$ cat src/rtl/wb_bus_master_if.sv
// rtl/wb_bus_master_if.sv - command/response and Wishbone signal bundle for wb_bus_master
interface wb_bus_master_if #(
  parameter int AW = 30,
  parameter int DW = 32
);
  logic            i_cmd_valid;
  logic            o_cmd_ready;
  logic            i_cmd_we;
  logic [AW-1:0]   i_cmd_addr;
  logic [DW-1:0]   i_cmd_data;
  logic [DW/8-1:0] i_cmd_sel;

  logic            o_rsp_valid;
  logic            i_rsp_ready;
  logic [DW-1:0]   o_rsp_data;
  logic            o_rsp_err;
  logic            o_rsp_timeout;

  logic            o_wb_cyc;
  logic            o_wb_stb;
  logic            o_wb_we;
  logic [AW-1:0]   o_wb_addr;
  logic [DW-1:0]   o_wb_data;
  logic [DW/8-1:0] o_wb_sel;
  logic            i_wb_ack;
  logic            i_wb_stall;
  logic            i_wb_err;
  logic [DW-1:0]   i_wb_data;

  modport master (
    input  i_cmd_valid, i_cmd_we, i_cmd_addr, i_cmd_data, i_cmd_sel,
    output o_cmd_ready,
    output o_rsp_valid, o_rsp_data, o_rsp_err, o_rsp_timeout,
    input  i_rsp_ready,
    output o_wb_cyc, o_wb_stb, o_wb_we, o_wb_addr, o_wb_data, o_wb_sel,
    input  i_wb_ack, i_wb_stall, i_wb_err, i_wb_data
  );

  modport slave (
    output i_cmd_valid, i_cmd_we, i_cmd_addr, i_cmd_data, i_cmd_sel,
    input  o_cmd_ready,
    input  o_rsp_valid, o_rsp_data, o_rsp_err, o_rsp_timeout,
    output i_rsp_ready,
    input  o_wb_cyc, o_wb_stb, o_wb_we, o_wb_addr, o_wb_data, o_wb_sel,
    output i_wb_ack, i_wb_stall, i_wb_err, i_wb_data
  );
endinterface

$ cat src/rtl/wb_bus_master.sv
// rtl/wb_bus_master.sv - single-outstanding Wishbone B4 pipelined initiator with timeout
module wb_bus_master #(
  parameter int AW      = 30,
  parameter int DW      = 32,
  parameter int TIMEOUT = 255
) (
  input  logic           i_clk,
  input  logic           i_reset_n,
  wb_bus_master_if.master bus
);
  localparam int CW = (TIMEOUT > 2) ? $clog2(TIMEOUT) : 1;
  localparam logic [CW-1:0] LAST = CW'(TIMEOUT - 1);

  typedef enum logic [1:0] {IDLE, REQ, WAIT, RESP} state_t;

  state_t          state, state_n;
  logic            cyc_q, stb_q, we_q;
  logic            cyc_n, stb_n, we_n;
  logic [AW-1:0]   addr_q, addr_n;
  logic [DW-1:0]   data_q, data_n;
  logic [DW/8-1:0] sel_q, sel_n;
  logic            rsp_valid_q, rsp_err_q, rsp_to_q;
  logic            rsp_valid_n, rsp_err_n, rsp_to_n;
  logic [DW-1:0]   rsp_data_q, rsp_data_n;
  logic [CW-1:0]   cnt_q, cnt_n;
  logic            got;

  always_ff @(posedge i_clk or negedge i_reset_n) begin
    if (!i_reset_n) state <= IDLE;
    else            state <= state_n;
  end

  always_comb begin
    state_n     = state;
    cyc_n       = cyc_q;
    stb_n       = stb_q;
    we_n        = we_q;
    addr_n      = addr_q;
    data_n      = data_q;
    sel_n       = sel_q;
    rsp_valid_n = rsp_valid_q;
    rsp_err_n   = rsp_err_q;
    rsp_to_n    = rsp_to_q;
    rsp_data_n  = rsp_data_q;
    cnt_n       = cnt_q;
    got         = 1'b0;
    case (state)
      IDLE: begin
        if (bus.i_cmd_valid) begin
          we_n    = bus.i_cmd_we;
          addr_n  = bus.i_cmd_addr;
          data_n  = bus.i_cmd_data;
          sel_n   = bus.i_cmd_sel;
          cyc_n   = 1'b1;
          stb_n   = 1'b1;
          cnt_n   = '0;
          state_n = REQ;
        end
      end
      REQ, WAIT: begin
        cnt_n = cnt_q + 1'b1;
        // Slave responses only count once the strobe has been taken.
        got = (bus.i_wb_ack | bus.i_wb_err) & ((state == WAIT) | ~bus.i_wb_stall);
        if (state == REQ && !bus.i_wb_stall) begin
          stb_n   = 1'b0;
          state_n = WAIT;
        end
        if (got || cnt_q == LAST) begin
          cyc_n       = 1'b0;
          stb_n       = 1'b0;
          rsp_valid_n = 1'b1;
          rsp_err_n   = got & bus.i_wb_err;
          rsp_to_n    = ~got;
          rsp_data_n  = (got && !bus.i_wb_err && !we_q) ? bus.i_wb_data : '0;
          state_n     = RESP;
        end
      end
      RESP: begin
        if (bus.i_rsp_ready) begin
          rsp_valid_n = 1'b0;
          state_n     = IDLE;
        end
      end
      default: state_n = IDLE;
    endcase
  end

  always_ff @(posedge i_clk or negedge i_reset_n) begin
    if (!i_reset_n) begin
      cyc_q       <= 1'b0;
      stb_q       <= 1'b0;
      we_q        <= 1'b0;
      addr_q      <= '0;
      data_q      <= '0;
      sel_q       <= '0;
      rsp_valid_q <= 1'b0;
      rsp_err_q   <= 1'b0;
      rsp_to_q    <= 1'b0;
      rsp_data_q  <= '0;
      cnt_q       <= '0;
    end else begin
      cyc_q       <= cyc_n;
      stb_q       <= stb_n;
      we_q        <= we_n;
      addr_q      <= addr_n;
      data_q      <= data_n;
      sel_q       <= sel_n;
      rsp_valid_q <= rsp_valid_n;
      rsp_err_q   <= rsp_err_n;
      rsp_to_q    <= rsp_to_n;
      rsp_data_q  <= rsp_data_n;
      cnt_q       <= cnt_n;
    end
  end

  assign bus.o_cmd_ready   = (state == IDLE);
  assign bus.o_wb_cyc      = cyc_q;
  assign bus.o_wb_stb      = stb_q;
  assign bus.o_wb_we       = we_q;
  assign bus.o_wb_addr     = addr_q;
  assign bus.o_wb_data     = data_q;
  assign bus.o_wb_sel      = sel_q;
  assign bus.o_rsp_valid   = rsp_valid_q;
  assign bus.o_rsp_data    = rsp_data_q;
  assign bus.o_rsp_err     = rsp_err_q;
  assign bus.o_rsp_timeout = rsp_to_q;
endmodule
$ cat src/flat_wrapper.sv
// flat-port wrapper written by rule: the top's interface ports become plain ports
module wb_bus_master_flat 
#(
  parameter int AW      = 30,
  parameter int DW      = 32,
  parameter int TIMEOUT = 255
)
  (i_clk, i_reset_n, bus_i_cmd_valid, bus_i_cmd_we, bus_i_cmd_addr, bus_i_cmd_data, bus_i_cmd_sel, bus_o_cmd_ready, bus_o_rsp_valid, bus_o_rsp_data, bus_o_rsp_err, bus_o_rsp_timeout, bus_i_rsp_ready, bus_o_wb_cyc, bus_o_wb_stb, bus_o_wb_we, bus_o_wb_addr, bus_o_wb_data, bus_o_wb_sel, bus_i_wb_ack, bus_i_wb_stall, bus_i_wb_err, bus_i_wb_data);
  wb_bus_master_if #(.AW(AW), .DW(DW)) bus_i ();
  input  logic i_clk;
  input  logic i_reset_n;
  input wire logic [$bits(bus_i.i_cmd_valid)-1:0] bus_i_cmd_valid;
  input wire logic [$bits(bus_i.i_cmd_we)-1:0] bus_i_cmd_we;
  input wire logic [$bits(bus_i.i_cmd_addr)-1:0] bus_i_cmd_addr;
  input wire logic [$bits(bus_i.i_cmd_data)-1:0] bus_i_cmd_data;
  input wire logic [$bits(bus_i.i_cmd_sel)-1:0] bus_i_cmd_sel;
  output wire logic [$bits(bus_i.o_cmd_ready)-1:0] bus_o_cmd_ready;
  output wire logic [$bits(bus_i.o_rsp_valid)-1:0] bus_o_rsp_valid;
  output wire logic [$bits(bus_i.o_rsp_data)-1:0] bus_o_rsp_data;
  output wire logic [$bits(bus_i.o_rsp_err)-1:0] bus_o_rsp_err;
  output wire logic [$bits(bus_i.o_rsp_timeout)-1:0] bus_o_rsp_timeout;
  input wire logic [$bits(bus_i.i_rsp_ready)-1:0] bus_i_rsp_ready;
  output wire logic [$bits(bus_i.o_wb_cyc)-1:0] bus_o_wb_cyc;
  output wire logic [$bits(bus_i.o_wb_stb)-1:0] bus_o_wb_stb;
  output wire logic [$bits(bus_i.o_wb_we)-1:0] bus_o_wb_we;
  output wire logic [$bits(bus_i.o_wb_addr)-1:0] bus_o_wb_addr;
  output wire logic [$bits(bus_i.o_wb_data)-1:0] bus_o_wb_data;
  output wire logic [$bits(bus_i.o_wb_sel)-1:0] bus_o_wb_sel;
  input wire logic [$bits(bus_i.i_wb_ack)-1:0] bus_i_wb_ack;
  input wire logic [$bits(bus_i.i_wb_stall)-1:0] bus_i_wb_stall;
  input wire logic [$bits(bus_i.i_wb_err)-1:0] bus_i_wb_err;
  input wire logic [$bits(bus_i.i_wb_data)-1:0] bus_i_wb_data;
  assign bus_i.i_cmd_valid = bus_i_cmd_valid;
  assign bus_i.i_cmd_we = bus_i_cmd_we;
  assign bus_i.i_cmd_addr = bus_i_cmd_addr;
  assign bus_i.i_cmd_data = bus_i_cmd_data;
  assign bus_i.i_cmd_sel = bus_i_cmd_sel;
  assign bus_o_cmd_ready = bus_i.o_cmd_ready;
  assign bus_o_rsp_valid = bus_i.o_rsp_valid;
  assign bus_o_rsp_data = bus_i.o_rsp_data;
  assign bus_o_rsp_err = bus_i.o_rsp_err;
  assign bus_o_rsp_timeout = bus_i.o_rsp_timeout;
  assign bus_i.i_rsp_ready = bus_i_rsp_ready;
  assign bus_o_wb_cyc = bus_i.o_wb_cyc;
  assign bus_o_wb_stb = bus_i.o_wb_stb;
  assign bus_o_wb_we = bus_i.o_wb_we;
  assign bus_o_wb_addr = bus_i.o_wb_addr;
  assign bus_o_wb_data = bus_i.o_wb_data;
  assign bus_o_wb_sel = bus_i.o_wb_sel;
  assign bus_i.i_wb_ack = bus_i_wb_ack;
  assign bus_i.i_wb_stall = bus_i_wb_stall;
  assign bus_i.i_wb_err = bus_i_wb_err;
  assign bus_i.i_wb_data = bus_i_wb_data;
  wb_bus_master #(.AW(AW), .DW(DW), .TIMEOUT(TIMEOUT)) u_core (.i_clk(i_clk), .i_reset_n(i_reset_n), .bus(bus_i));
endmodule
$ cat config.mk
export PLATFORM = sky130hd
export DESIGN_NAME = wb_bus_master_flat
export DESIGN_NICKNAME = d
export VERILOG_FILES = /design/src/rtl/wb_bus_master_if.sv /design/src/rtl/wb_bus_master.sv /design/src/flat_wrapper.sv
export SDC_FILE = /design/constraint.sdc
export NUM_CORES = 1
export LEC_CHECK = 0
export BUFFER_PORTS_ARGS = -buffer_cell sky130_fd_sc_hd__buf_2
export CAP_MARGIN = 30
export CORE_AREA = 3 3 96 108
export DETAILED_ROUTE_END_ITERATION = 10
export DIE_AREA = 0 0 99 111
export MAX_ROUTING_LAYER = met4
export PLACE_DENSITY = 0.83
export SYNTH_ARGS = -nofsm -noshare
export SYNTH_HDL_FRONTEND = slang
export SYNTH_SLANG_ARGS = --single-unit
$ cat constraint.sdc
create_clock -name i_clk -period 2.95 [get_ports i_clk]
set_clock_uncertainty 0.2 [all_clocks]
set_input_delay 0.4425 -clock i_clk [delete_from_list [all_inputs] [get_ports i_clk]]
set_output_delay 0.4425 -clock i_clk [all_outputs]
set_load 0.1 [all_outputs]
== Word level (Yosys, flattened, before mapping) ==
Cells that the tools add are included.

* Add/subtract/negate cells: 1
* Equality and inequality tests: 8
* Mux-type cells: 17
* Bitwise gates (word level): 6
* Reduce and logical (&&, ||, !) cells: 18

{| class="wikitable"
|+ Operators by type and width
! operator !! count
|-
| $mux 32 || 1
|-
| $pmux 8 s2 || 1
|-
| $reduce_and 3->1 || 4
|-
| $add 8x1->8 const B || 1
|-
| $eq 8x8->1 const B || 1
|-
| $mux 2 || 4
|-
| $mux 8 || 1
|-
| $mux 1 || 6
|-
| $pmux 1 s2 || 3
|-
| $pmux 2 s3 || 1
|-
| $reduce_and 2->1 || 3
|-
| $eq 2x2->1 const B || 2
|-
| $ne 2x2->1 const B || 2
|-
| $reduce_bool 2->1 || 2
|-
| $logic_and 1x1->1 || 3
|-
| $logic_not 1->1 || 3
|-
| $ne 3x1->1 const B || 1
|-
| $and 1x1->1 || 2
|-
| $eq 2x1->1 const B || 1
|-
| $logic_not 2->1 || 1
|-
| $ne 2x1->1 const B || 1
|-
| $not 1->1 || 2
|-
| $or 1x1->1 || 2
|-
| $reduce_or 2->1 || 1
|-
| $logic_or 1x1->1 || 1
|}

* Register bits: 114
* Output and inout bits: 105

== Longest topological paths before layout ==
Gate-level depths: netlist of run 1.

* Depth after elaboration: 6
* Gate-level depth with buffers: 8
* Depth with buffers taken out: 6

== Worst setup path before layout of run 1 ==
No wires, ideal clock.

* Kind: register to register
* Start point: register u_core.state[0]
* End point: register u_core.cnt_q[6]
* Library setup time: 0.095 ns
* Arrival time: 2.260 ns
* Required time: 2.655 ns
* Slack: 0.395 ns
* Stages on the path, launching flop included: 8
* Path through: dfrtp_1 > inv_1 > ha_1 > nor2b_1 > or2_2 > clkbuf_1 > o21ai_0 > o31ai_1

{| class="wikitable"
|+ RTL lines
! what !! RTL line !! RTL
|-
| from (decl) || wb_bus_master.sv:16 || <nowiki>state_t state, state_n;</nowiki>
|-
| from (signal assigned) || wb_bus_master.sv:30 || <nowiki>else state <= state_n;</nowiki>
|-
| $logic_not 2->1 * || -- ||
|-
| net bus_o_cmd_ready || flat_wrapper.sv:17 || <nowiki>output wire logic [$bits(bus_i.o_cmd_ready)-1:0] bus_o_cmd_ready;</nowiki>
|-
| $ne 2x2->1 (no source line) or $reduce_bool 2->1 (tied branches) || -- ||
|-
| $reduce_and 2->1 (no source line) || -- ||
|-
| to (signal assigned) || wb_bus_master.sv:112 || <nowiki>cnt_q <= cnt_n;</nowiki>
|-
| to (decl) || wb_bus_master.sv:25 || <nowiki>logic [CW-1:0] cnt_q, cnt_n;</nowiki>
|}

Mark *: on every way through the listed nets, which the timed path passes. The rest lies on a longest branch.
A chain may end at the register's enable or synchronous reset.

== Worst setup path in the final report of run 1 ==
* Start point: register u_core.state[1]
* End point: register u_core.rsp_data_q[29], in the netlist u_core.bus.o_rsp_data[29]

* Cells in the longest elaborated chain, start to end: 6

{| class="wikitable"
|+ Ends and longest elaborated chain
! what !! RTL line !! RTL
|-
| $eq 2x2->1 || wb_bus_master.sv:47, wb_bus_master.sv:63 ||
|-
| $or 1x1->1 || wb_bus_master.sv:63 || <nowiki>got = (bus.i_wb_ack | bus.i_wb_err) & ((state == WAIT) | ~bus.i_wb_stall);</nowiki>
|-
| $and 1x1->1 || wb_bus_master.sv:63 ||
|-
| $logic_and 1x1->1 (2 in a row) || wb_bus_master.sv:74 || <nowiki>rsp_data_n = (got && !bus.i_wb_err && !we_q) ? bus.i_wb_data : '0;</nowiki>
|-
| $mux 32 || wb_bus_master.sv:74 ||
|-
| to (signal assigned) || wb_bus_master.sv:111 || <nowiki>rsp_data_q <= rsp_data_n;</nowiki>
|-
| to (decl) || wb_bus_master.sv:24 || <nowiki>logic [DW-1:0] rsp_data_q, rsp_data_n;</nowiki>
|}

Parallel ways exist; a longest one is shown, timed or not.

==> results summary, run 1 <==
The run finished with clean final reports. The type of the most critical hold path is in -> reg. Before antenna repair, the detailed router went through 4 iterations. From synthesis to final layout, the design area changed by 60.1%. In this run, synthesis produced a sequential element count of between 100 and 150. The DRC violation count after routing is 0. The via count came out at about 4,300.

After clock tree synthesis, the flow added hold-fix buffers numbering 99. Setup violations remaining at the end of the flow were counted as 0. By area the synthesized netlist is led by dfrtp_1 (61%), mux2_2 (17%), o21ai_0 (7.2%). The worst setup path is of the reg -> reg kind. The count of buffers inserted at the top-level ports is 210. The via count of the first global-routing pass is approximately 4,700.

The horizontal extent of the die came out at a little under 100 um. The critical path goes through inv_1, ha_1, inv_1, buf_4, o21ai_0, o21ai_0. The y dimension of the die came out at about 110 um. The routability congestion estimate from global placement came out at approximately 0.84. For this run, the share of the core covered by cells in the final layout is between 80% and 90%. The maximum cell stage delay along the critical path came out at approximately 540 ps. In the synthesized netlist the dominant register cell turns out to be dfrtp_1. The max-cap check violation count came out at 0. The logic depth of the worst path, buffers included came out at 6. The layer flagged by global routing as most heavily used is met2. Once detail routing completed, the nets flagged for antenna violations numbered 0. The total wire length is 15.0 mm. On the final layout, the worst hold slack is 36.5 ps.

The cell count after synthesis came out at roughly 380. The clock sink count is 114. For this run, the post-layout net count is 802. For this run, global-route usage on met3 was measured as between 7 and 8%. The post-CTS setup-driven buffer insertion count is 0. The number of antenna repair diodes came out at 0. The area of the core region came out at ~9300 um2. Measured against its own limit, the worst slew margin works out to between 60% and 70%.

For this run, global-route usage on met1 was measured as 29.2%. The number of slew-limit violations in the final report came out at 0. The number of cells on the worst reg-to-reg path came out at 6.

The element type at the critical path start is a flip-flop. The clock latency on the worst-skew pair came out at 510 ps. The commonest cells after synthesis are dfrtp_1 (114), mux2_2 (69), o21ai_0 (67). The time the worst path needs with I/O delays and setup came out at between 2000 and 2500 ps.

After clock tree synthesis, the clock-pin slew on the worst setup and hold paths is ~60 ps. The cell with the largest stage delay on the worst path is ha_1. The data required time of the critical path came out at around 3100 ps. In the global route stage, overall resource usage came out at 29.1%. Setup repair after global routing left no endpoint under its margin. The total clock buffers created by CTS came out at 17. The post-route clock period utilization is a little over four fifths. Global routing consumed, on the met2 layer, 50.7% of the routing resources.

The final number of hold-violating endpoints came out at 0. The instance count along the most critical hold path is 3. The wire length of the first global-routing pass came out at roughly 24 mm. Summing every instance area after synthesis gives around 4700 um2. The number of antenna violations at the first check in global routing came out at 0. The clock passes through at most 2 buffers. The largest fanout on the critical path came out at 23.

The effective utilization at floorplan came out at between 40% and 50%. The worst setup path is captured at a flip-flop. The number of different library cells in the post-synthesis netlist is 31. The number of cells upsized or downsized after cts came out at 0. The fraction of registers with async set or reset after synthesis came out at between 90% and 100%. When the netlist entered floorplanning its net count stood at 490. The number of core rows is 37. TritonCTS built the clock tree.

Setup total negative slack on the finished layout was measured at 0 ps. Summed over all nets, the half-perimeter wirelength after detailed placement is 8.34 mm. In the routed layout, each cell is associated on average with a via count of around 5.3. The number of flops mapped to enable cells by yosys came out at 0. The most repeated cell in the gate-level netlist after synthesis is dfrtp_1. The sum of buffers and inverters on the critical path is 3.

The I/O pin count is 211. The post-synthesis area per instance came out at about 12 um2. The library cell occupying the most area in the post-synthesis netlist is dfrtp_1.

The worst endpoint data arrival time came out at 2650 ps. The share of the synthesized area in the top cell type came out at 61.3%. The share of the yosys chip area belonging to registers is 61.3%. The fraction of final layout cells sized beyond drive strength 1 is a little under half.

The total number of yosys warnings came out at 0. For this block, the initial DRC count from the detailed router was slightly above 200. The die covers ~11,000 um2. The tree is rooted in a clkbuf_8. The pin count of the biggest net entering global routing is 62.

Static timing analysis puts the maximum clock frequency at just over 0.4 GHz. After detailed routing, the average wire length per cell comes to 18.4 um. The transition time at the pin with the least slew margin came out at between 500 and 600 ps.

Grouping stages by cell kind, the critical path spends the most delay in buffers and inverters. The clock tree synthesis step divided the H-tree into 4 levels. Summed over all layers, the global routing overflow is 0.
[flip-flops by register name, summed over array words and instances (netlist names)]
signal and cells:
u_core.bus.o_wb_cyc 1, u_core.bus.o_rsp_timeout 1, u_core.bus.o_wb_addr 30, u_core.bus.o_wb_sel 4
u_core.bus.o_wb_data 32, u_core.cnt_q 8, u_core.bus.o_rsp_err 1, u_core.bus.o_wb_we 1
u_core.bus.o_rsp_valid 1, u_core.bus.o_rsp_data 32, u_core.bus.o_wb_stb 1, u_core.state 2
[metal layers]
metal	routed length [um]	share of wire, %
met5	0	0
met4	674	4.5
met3	784	5.2
met2	8290	55
met1	5270	35
[path summary, 6_finish.rpt]
kind,start,endpoint,slack (ps)
max,u_core.state[1],u_core.bus.o_rsp_data[29],480
min,bus_i_wb_data[23],u_core.bus.o_rsp_data[23],40
max reg2reg,u_core.state[1],u_core.bus.o_rsp_data[29],480
min reg2reg,u_core.bus.o_wb_data[16],u_core.bus.o_wb_data[16],300
max in group asynchronous,i_reset_n,u_core.bus.o_wb_addr[4],1660
min in group asynchronous,i_reset_n,u_core.bus.o_wb_data[19],120
[worst min-delay path, delay by kind of cell]
family | cells | cell delay [ps]
AO/OA/AOI/OAI | 1 | 90
AND/OR/NAND/NOR | 1 | 60
buffers and inverters | 1 | 100
[cell families (layout without fill, tap and decap cells)]
logic type	Yosys count	in the layout	share of synthesized area [%]
XOR/XNOR	3	3	0.565
flip-flops	114	114	61.3
adder cells (fa/ha/maj)	8	8	2.15
AO/OA/AOI/OAI	86	86	9.98
AND/OR/NAND/NOR	66	66	6.38
multiplexers	70	70	16.9
buffers and inverters	29	354	2.66
[final cells by class]
class | count | area (um2)
tap | 117 | 146
multi-input combinational | 233 | 1690
sequential | 114 | 2850
fill | 507 | 1860
timing repair buffer | 316 | 2120
clock buffer | 20 | 435
clock inverter | 12 | 181
inverter | 6 | 22.5
[metrics by stage]
step                area (um2)  setup WS, ps  instances
detailed placement        5840           640        687
global placement          5840           791        687
CTS                       7450           506        818
finish                    7450           483        818
floorplan                 4650           395        376
global route              7450           318        818
[cell usage in the layout (no fill, tap or decap), drive strengths merged]
cell	Yosys	routed
clkbuf	16	20
bufinv	0	4
xnor2	3	3
nand3	3	3
buf	7	217
clkinv	0	6
o31ai	2	2
o22ai	2	2
clkinvlp	0	1
mux2i	1	1
a21oi	1	1
and3	1	1
or2	1	1
a31oi	3	3
mux2	69	69
ha	8	8
inv	6	7
nand2	40	40
nand4	1	1
dlygate4sd3	0	99
a211o	1	1
o21ai	72	72
nand2b	3	3
nor4	2	2
a22o	2	2
nor2	10	10
dfrtp	114	114
nor4b	1	1
a21o	1	1
o22a	2	2
nor3	2	2
nor2b	2	2
Power of run 1 is not shown: default switching activity piles up to over one toggle a cycle in this logic, so the estimate is an artifact.
==> run 2, diff against run 1 <==
ABC_AREA = 1   (was unset)
CORE_AREA = 3 3 105 117   (was 3 3 96 108)
DIE_AREA = 0 0 108 120   (was 0 0 99 111)
PLACE_DENSITY = 0.75   (was 0.83)
clock period = 2 ns   (was 2.95 ns; I/O delays follow)
==> run 2 against run 1 <==
Flip-flop and latch count unchanged. Via count increased by 13%. Area after synthesis increased by 2.4%. Critical endpoint is now u_core.bus.o_rsp_data[16]. First-iteration DRC count increased by 40%.
==> results summary, run 2 <==
The total number of yosys warnings was 0 (unchanged). The largest fanout on the critical path came to 32 (was 23). The clock latency on the worst-skew pair is 410 ps (was 510 ps). The number of antenna violations at the first check in global routing came out at 0 (unchanged).

The pin count of the biggest net entering global routing was 68 (was 62). The y dimension of the die is 120 um (was 111 um). The number of filler instances in the final layout came to 810 (was 507).

The top achievable clock speed is 0.518 GHz (was 0.405 GHz). The relative slew slack is 66.0% (was 60.8%). The clock transition at the registers of the reported paths was 60 ps (about the same).

The setup-violating endpoint count in the final report came out at 0 (unchanged). The first-pass iteration count of the detailed router is 5 (was 4). The element type at the critical path start is a flip-flop (unchanged). The horizontal extent of the die is 108 um (was 99 um). The number of different library cells in the post-synthesis netlist was 23 (was 31). The total wire length came to 15.1 mm (was 15.0 mm). The fraction of final layout cells sized beyond drive strength 1 is 31.7% (was 45.8%). The number of antenna repair diodes was 0 (unchanged). The transition time at the pin with the least slew margin is 514 ps (was 588 ps).

The worst flop-to-flop path startpoint is u_core.state[0] (was u_core.state[1]). The via count is 4,898 (was 4,342). The via count of the first global-routing pass was 4,738 (was 4,732). The number of nets at the end of the flow is 976 (was 802).

The number of slew-limit violations in the final report is 0 (unchanged). The most common library cell in the layout ignoring fill and taps is nand2_1 (was buf_2). The overflow left after global routing is 0 (unchanged). The routability congestion estimate from global placement came out at 0.789 (was 0.842). The source of the critical timing path was u_core.state[0] (was u_core.state[1]). The time the worst path needs with I/O delays and setup was 1930 ps (was 2470 ps). The cell count after synthesis is 547 (was 376). The TritonCTS clock tree is yes (unchanged). The number of synthesized register bits came to 114 (unchanged). The total clock buffers created by CTS is 17 (unchanged).

The I/O pin count is 211 (unchanged). The busiest layer in global routing is met2 (unchanged). The via density per instance is 4.78 (was 5.31). The number of core rows came out at 41 (was 37). The final number of hold-violating endpoints came out at 0 (unchanged). The met1 global-route usage was 28.0% (was 29.2%). The category of the critical setup timing path is reg -> reg (unchanged).

The share of the synthesized area in the top cell type is 59.9% (was 61.3%). The number of nets with antenna violations after detailed routing is 0 (unchanged). The number of nets in the synthesized netlist came to 661 (was 490). The number of buffers on the longest clock path came out at 2 (unchanged). Unrepaired setup endpoints after global routing: true (was false). Most frequent cells in the layout: nand2_1 (303), buf_2 (208), dfrtp_1 (114) (was buf_2 (209), dfrtp_1 (114), dlygate4sd3_1 (99)).

Top cells by instance count after synthesis: nand2_1 (304), dfrtp_1 (114), inv_1 (22) (was dfrtp_1 (114), mux2_2 (69), o21ai_0 (67)). The routed length per placed instance is 14.7 um (was 18.4 um). The share of the yosys chip area belonging to registers is 59.9% (was 61.3%).

The growth of design area from synthesis to finish is 60.9% (was 60.1%). The area of the core region is 11,300 um2 (was 9310 um2). The area taken by multi-input logic gates is 1700 um2 (was 1690 um2). The floorplan die area came to 13,000 um2 (was 11,000 um2).

The total routing usage reported by global routing came out at 23.5% (was 29.1%). The effective utilization at floorplan is 42.0% (was 50.0%). The met3 usage in global routing is 6.24% (was 7.55%). The fraction of registers with async set or reset after synthesis came to 100% (unchanged). The register cell area after layout is 2850 um2 (unchanged). Top cells by area in the synthesized netlist: dfrtp_1 (60%), nand2_1 (24%), o21ai_2 (2.2%) (was dfrtp_1 (61%), mux2_2 (17%), o21ai_0 (7.2%)). The library cell occupying the most area in the post-synthesis netlist is dfrtp_1 (unchanged).

The type of the most critical hold path is in -> reg (unchanged). The endpoint type of the worst setup path is a flip-flop (unchanged). The most used flip-flop cell after synthesis is dfrtp_1 (unchanged). The clock sink count came out at 114 (unchanged).

The number of DRC markers after the initial detailed-route iteration is 288 (was 206). The post-synthesis area per instance is 8.70 um2 (was 12.4 um2). The hold path startpoint was bus_i_wb_stall (was bus_i_wb_data[23]). The number of flops mapped to enable cells by yosys came out at 0 (unchanged). The cell at the root of the clock tree was clkbuf_16 (was clkbuf_8). The most repeated cell in the gate-level netlist after synthesis was nand2_1 (was dfrtp_1). The netlist area before placement is 4760 um2 (was 4650 um2). The wire length of the first global-routing pass came out at 23.3 mm (was 24.1 mm). The worst endpoint data arrival time came out at 2030 ps (was 2650 ps).

The HPWL after detailed placement is 8.41 mm (was 8.34 mm). The summed area of non-filler cells in the final layout came to 7660 um2 (was 7450 um2). The H-tree depth reported by CTS came out at 4 (unchanged).

The standard cell area after detailed placement is 6010 um2 (was 5840 um2). The post-route clock period utilization is 96.5% (was 83.6%). The count of buffers inserted at the top-level ports is 210 (unchanged). The met2 usage in global routing came to 37.9% (was 50.7%). The data required time of the critical path was 2100 ps (was 3130 ps). The DRC violation count after routing is 0 (unchanged). The max-cap check violation count is 0 (unchanged). Run status: finished, final reports clean (unchanged).
## run 2: cell count changes in the layout (fill, tap and decap cells not counted), sizes merged, moves of 4 or more
cell and delta:
nand2 +269, clkinv -4, nand3 +7, o21ai -36, clkinvlp +4, inv +19, mux2 -69
## run 2: through the flow
stage | hold slack (ps) | setup WS, ps | std cells | TNS, ps | utilization [%]
after floorplan | -196 | 99.5 | 547 | 0 | -
after global placement | 78.6 | 147 | 891 | 0 | 53.1
after detailed placement | 76.1 | 57.4 | 891 | 0 | 53.1
after CTS | 64.7 | 46.6 | 1024 | 0 | 67.3
after global routing | 91.1 | -66.9 | 1025 | -74.3 | 67.6
final | 71.3 | 70.1 | 1025 | 0 | 67.6
## run 2: worst paths after layout
check	end	cells after the start	slack [ps]
setup / recovery	u_core.bus.o_rsp_data[16]	9	70
hold / removal	u_core.bus.o_rsp_err	4	70
setup reg to reg	u_core.bus.o_rsp_data[16]	9	70
hold reg to reg	u_core.bus.o_wb_addr[1]	2	270
max in group asynchronous	u_core.cnt_q[0]	3	820
min in group asynchronous	u_core.bus.o_rsp_data[29]	2	190
## run 2: layer usage
metal,part of all wire (%),up-vias
met3,7.9,36
met4,2.5,0
met2,50,247
met5,0,-
met1,40,2296
li1,-,2319
## run 2: logic make-up after synthesis
logic type | count (synthesis) | share of synthesized area [%]
AOI/OAI and AO/OA | 40 | 5.20
xor gates and xnor gates | 1 | 0.184
adders and majority gates | 8 | 2.10
buffers and inverters | 47 | 4.84
DFF | 114 | 59.9
and+or+nand+nor | 337 | 27.8
## run 2: critical path: stages, from the launching register on
cell	delay, ps
dfrtp_1	430
inv_2	120
ha_1	160
inv_1	40
nand2_1	110
nand2_4	90
nor3_4	150
buf_12	210
nand2_1	80
o21ai_1	240
## run 2: what timing repair did
action / in CTS / in global routing
hold buffers: 101 / 0
endpoints found under the hold margin: 130 / 0
setup endpoints to repair: 0 / 37
setup buffers: 0 / 0
gates resized for setup: 0 / 3
## run 2: area by class of cell
type | count | share of cell area, %
clock buffers | 19 | 5.91
clock inverters | 13 | 1.96
inverters | 22 | 1.08
multi-input cells | 386 | 22.2
flip-flops and latches | 114 | 37.2
well taps | 150 | 2.45
repair buffers | 321 | 29.2
Power of run 2 is left out for the same reason.
==> run 3, diff against run 2 <==
==> constraint.sdc (replaced) <==
create_clock -name i_clk -period 2 [get_ports i_clk]
set_clock_uncertainty 0.2 [all_clocks]
set_input_delay 0.4 -clock i_clk [delete_from_list [all_inputs] [get_ports i_clk]]
set_output_delay 0.4 -clock i_clk [all_outputs]
set_load 0.1 [all_outputs]
==> run 3 against run 2 <==
Wire length fell by 11%. Clock-buffer cell count did not move. Setup slack better by 20 ps. Via count is 6.3% lower. Design area down 4.6%. Core utilization is 3.1 points lower. Non-clock buffer count decreased by 37. Cell count shrank 3.6%. Register-to-register slack improved by 100 ps. Critical path type is now reg -> out. Maximum frequency is 1.0% higher.
==> results summary, run 3 (same netlist as run 2, synthesis figures left out) <==
The number of nets at the end of the flow came to 939 (was 976). The post-CTS setup-driven buffer insertion count came out at 0 (unchanged). The growth of design area from synthesis to finish came to 53.6% (was 60.9%). The TritonCTS clock tree was yes (unchanged). The HPWL after detailed placement is 8.45 mm (was 8.41 mm). The sum of met3 wire segment lengths after detailed routing came to 1.16 mm (was 1.19 mm). The via count of the first global-routing pass came out at 4,535 (was 4,738). The capture endpoint of the worst hold path is u_core.bus.o_wb_addr[10] (was u_core.bus.o_rsp_err). The clock latency on the worst-skew pair came out at 400 ps (was 410 ps). The category of the critical setup timing path is reg -> out (was reg -> reg). The number of antenna violations at the first check in global routing is 0 (unchanged). The total routing usage reported by global routing is 21.8% (was 23.5%). The final number of hold-violating endpoints was 0 (unchanged). The clock transition at the registers of the reported paths came out at 50 ps (was 60 ps). The number of DRC markers after the initial detailed-route iteration came out at 298 (was 288). The endpoint of the worst register-to-register path is u_core.state[0] (was u_core.bus.o_rsp_data[16]).

The top achievable clock speed is 0.524 GHz (was 0.518 GHz). The number of nets with antenna violations after detailed routing came out at 0 (unchanged). The I/O pin count came out at 211 (unchanged).

The routed length per placed instance is 13.6 um (was 14.7 um). The total negative setup slack was 0 ps (unchanged). The wire length of the first global-routing pass came out at 21.7 mm (was 23.3 mm). Most frequent cells in the layout: nand2_1 (303), buf_2 (208), dfrtp_1 (114) (unchanged). The number of core rows came out at 41 (unchanged). The fraction of final layout cells sized beyond drive strength 1 came out at 32.8% (was 31.7%). The max-cap check violation count came out at 0 (unchanged).

The horizontal extent of the die was 108 um (unchanged). The first-pass iteration count of the detailed router is 4 (was 5). The time the worst path needs with I/O delays and setup came out at 1910 ps (was 1930 ps). The overflow left after global routing came out at 0 (unchanged). The total clock buffers created by CTS came out at 17 (unchanged).

The worst flop-to-flop path startpoint is u_core.state[0] (unchanged). The most common library cell in the layout ignoring fill and taps is nand2_1 (unchanged). The count of buffers inserted at the top-level ports is 210 (unchanged).

The number of filler instances in the final layout came to 890 (was 810). The element type at the critical path start is a flip-flop (unchanged). The transition time at the pin with the least slew margin came out at 509 ps (was 514 ps). The worst path setup slack after routing came to 89.9 ps (was 70.1 ps). The hold path startpoint was bus_i_cmd_addr[10] (was bus_i_wb_stall). The utilization of the core after routing came out at 64.5% (was 67.6%). The register-to-register path setup slack came to 170 ps (was 70 ps). The met1 routed wirelength after detailed routing is 5.33 mm (was 6.00 mm). The via density per instance came out at 4.64 (was 4.78). The via count came out at 4,588 (was 4,898). The endpoint type of the worst setup path is an output port (was flip-flop). The number of buffers on the longest clock path came to 2 (unchanged). The worst endpoint data arrival time is 1310 ps (was 2030 ps). The clock sink count is 114 (unchanged). The worst slack at placement was 160 ps (was 57.4 ps). The number of antenna repair diodes came out at 0 (unchanged). The area of the core region came out at 11,300 um2 (unchanged). The instance count along the most critical hold path came to 3 (was 4). The type of the most critical hold path is in -> reg (unchanged). The largest fanout on the critical path was 5 (was 32). The number of cells on the worst reg-to-reg path is 11 (was 9). Run status: finished, final reports clean (unchanged). The number of slew-limit violations in the final report was 0 (unchanged).

The effective utilization at floorplan is 42.0% (unchanged). The cell at the root of the clock tree is clkbuf_16 (unchanged). The post-route clock period utilization is 95.5% (was 96.5%). The DRC violation count after routing is 0 (unchanged). The pin count of the biggest net entering global routing came out at 69 (was 68).

The data required time of the critical path came out at 1400 ps (was 2100 ps). The highest metal layer used by the detailed router is met4 (unchanged). The floorplan die area is 13,000 um2 (unchanged). The H-tree depth reported by CTS came to 4 (unchanged). The setup-violating endpoint count in the final report came out at 0 (unchanged). The y dimension of the die came out at 120 um (unchanged). The relative slew slack came out at 66.3% (was 66.0%). The total wire length was 13.5 mm (was 15.1 mm). The routability congestion estimate from global placement came out at 0.804 (was 0.789). Unrepaired setup endpoints after global routing: false (was true). The length of routed met2 wiring is 6.48 mm (was 7.53 mm).
-- run 3: worst max path at each step --
stage                     slack [ps]       startpoint                  endpoint
after floorplan                  100  u_core.state[0]  u_core.bus.o_wb_addr[26]
after global placement           200  u_core.state[0]           u_core.state[0]
after detailed placement         160  u_core.state[0]           u_core.state[0]
after CTS                         20  u_core.state[1]           bus_o_cmd_ready
after global routing             0.6  u_core.state[0]           u_core.state[0]
final                             90  u_core.state[1]           bus_o_cmd_ready
-- run 3: area by class of cell --
| class | instances | area (um2) | share of cell area (%) |
|---|---|---|---|
| multi-input cells | 386 | 1690 | 23.2 |
| inverters | 22 | 82.6 | 1.13 |
| flip-flops and latches | 114 | 2850 | 39.0 |
| clock inverters | 13 | 184 | 2.52 |
| well taps | 150 | 188 | 2.57 |
| repair buffers | 284 | 1860 | 25.4 |
| clock buffers | 19 | 453 | 6.19 |
-- run 3: what timing repair did --
action	CTS	global route
hold buffers	64	0
setup endpoints to repair	0	2
resized for setup	0	1
endpoints found under the hold margin	82	0
-- run 3: per-layer routing --
layer	global-route usage, %	vias up
met5	-	-
met4	10.8	0
met3	6.13	48
met2	33.6	216
met1	26.1	2078
li1	-	2246
-- run 3: through the flow --
stage | instance area, um2 | cells | hold WS (ps)
2_1_floorplan | 4770 | 547 | -95.6
3_3_place_gp | 6030 | 892 | 113
3_5_place_dp | 6030 | 892 | 110
4_1_cts | 7310 | 988 | 0.0364
5_1_grt | 7310 | 988 | 20.8
6_report | 7310 | 988 | 6.39
-- run 3: critical path, stage by stage, from the launching register on --
cell and delay [ps]:
dfrtp_1 430, inv_2 110, ha_4 180, buf_12 180
Power of run 3 is left out for the same reason.
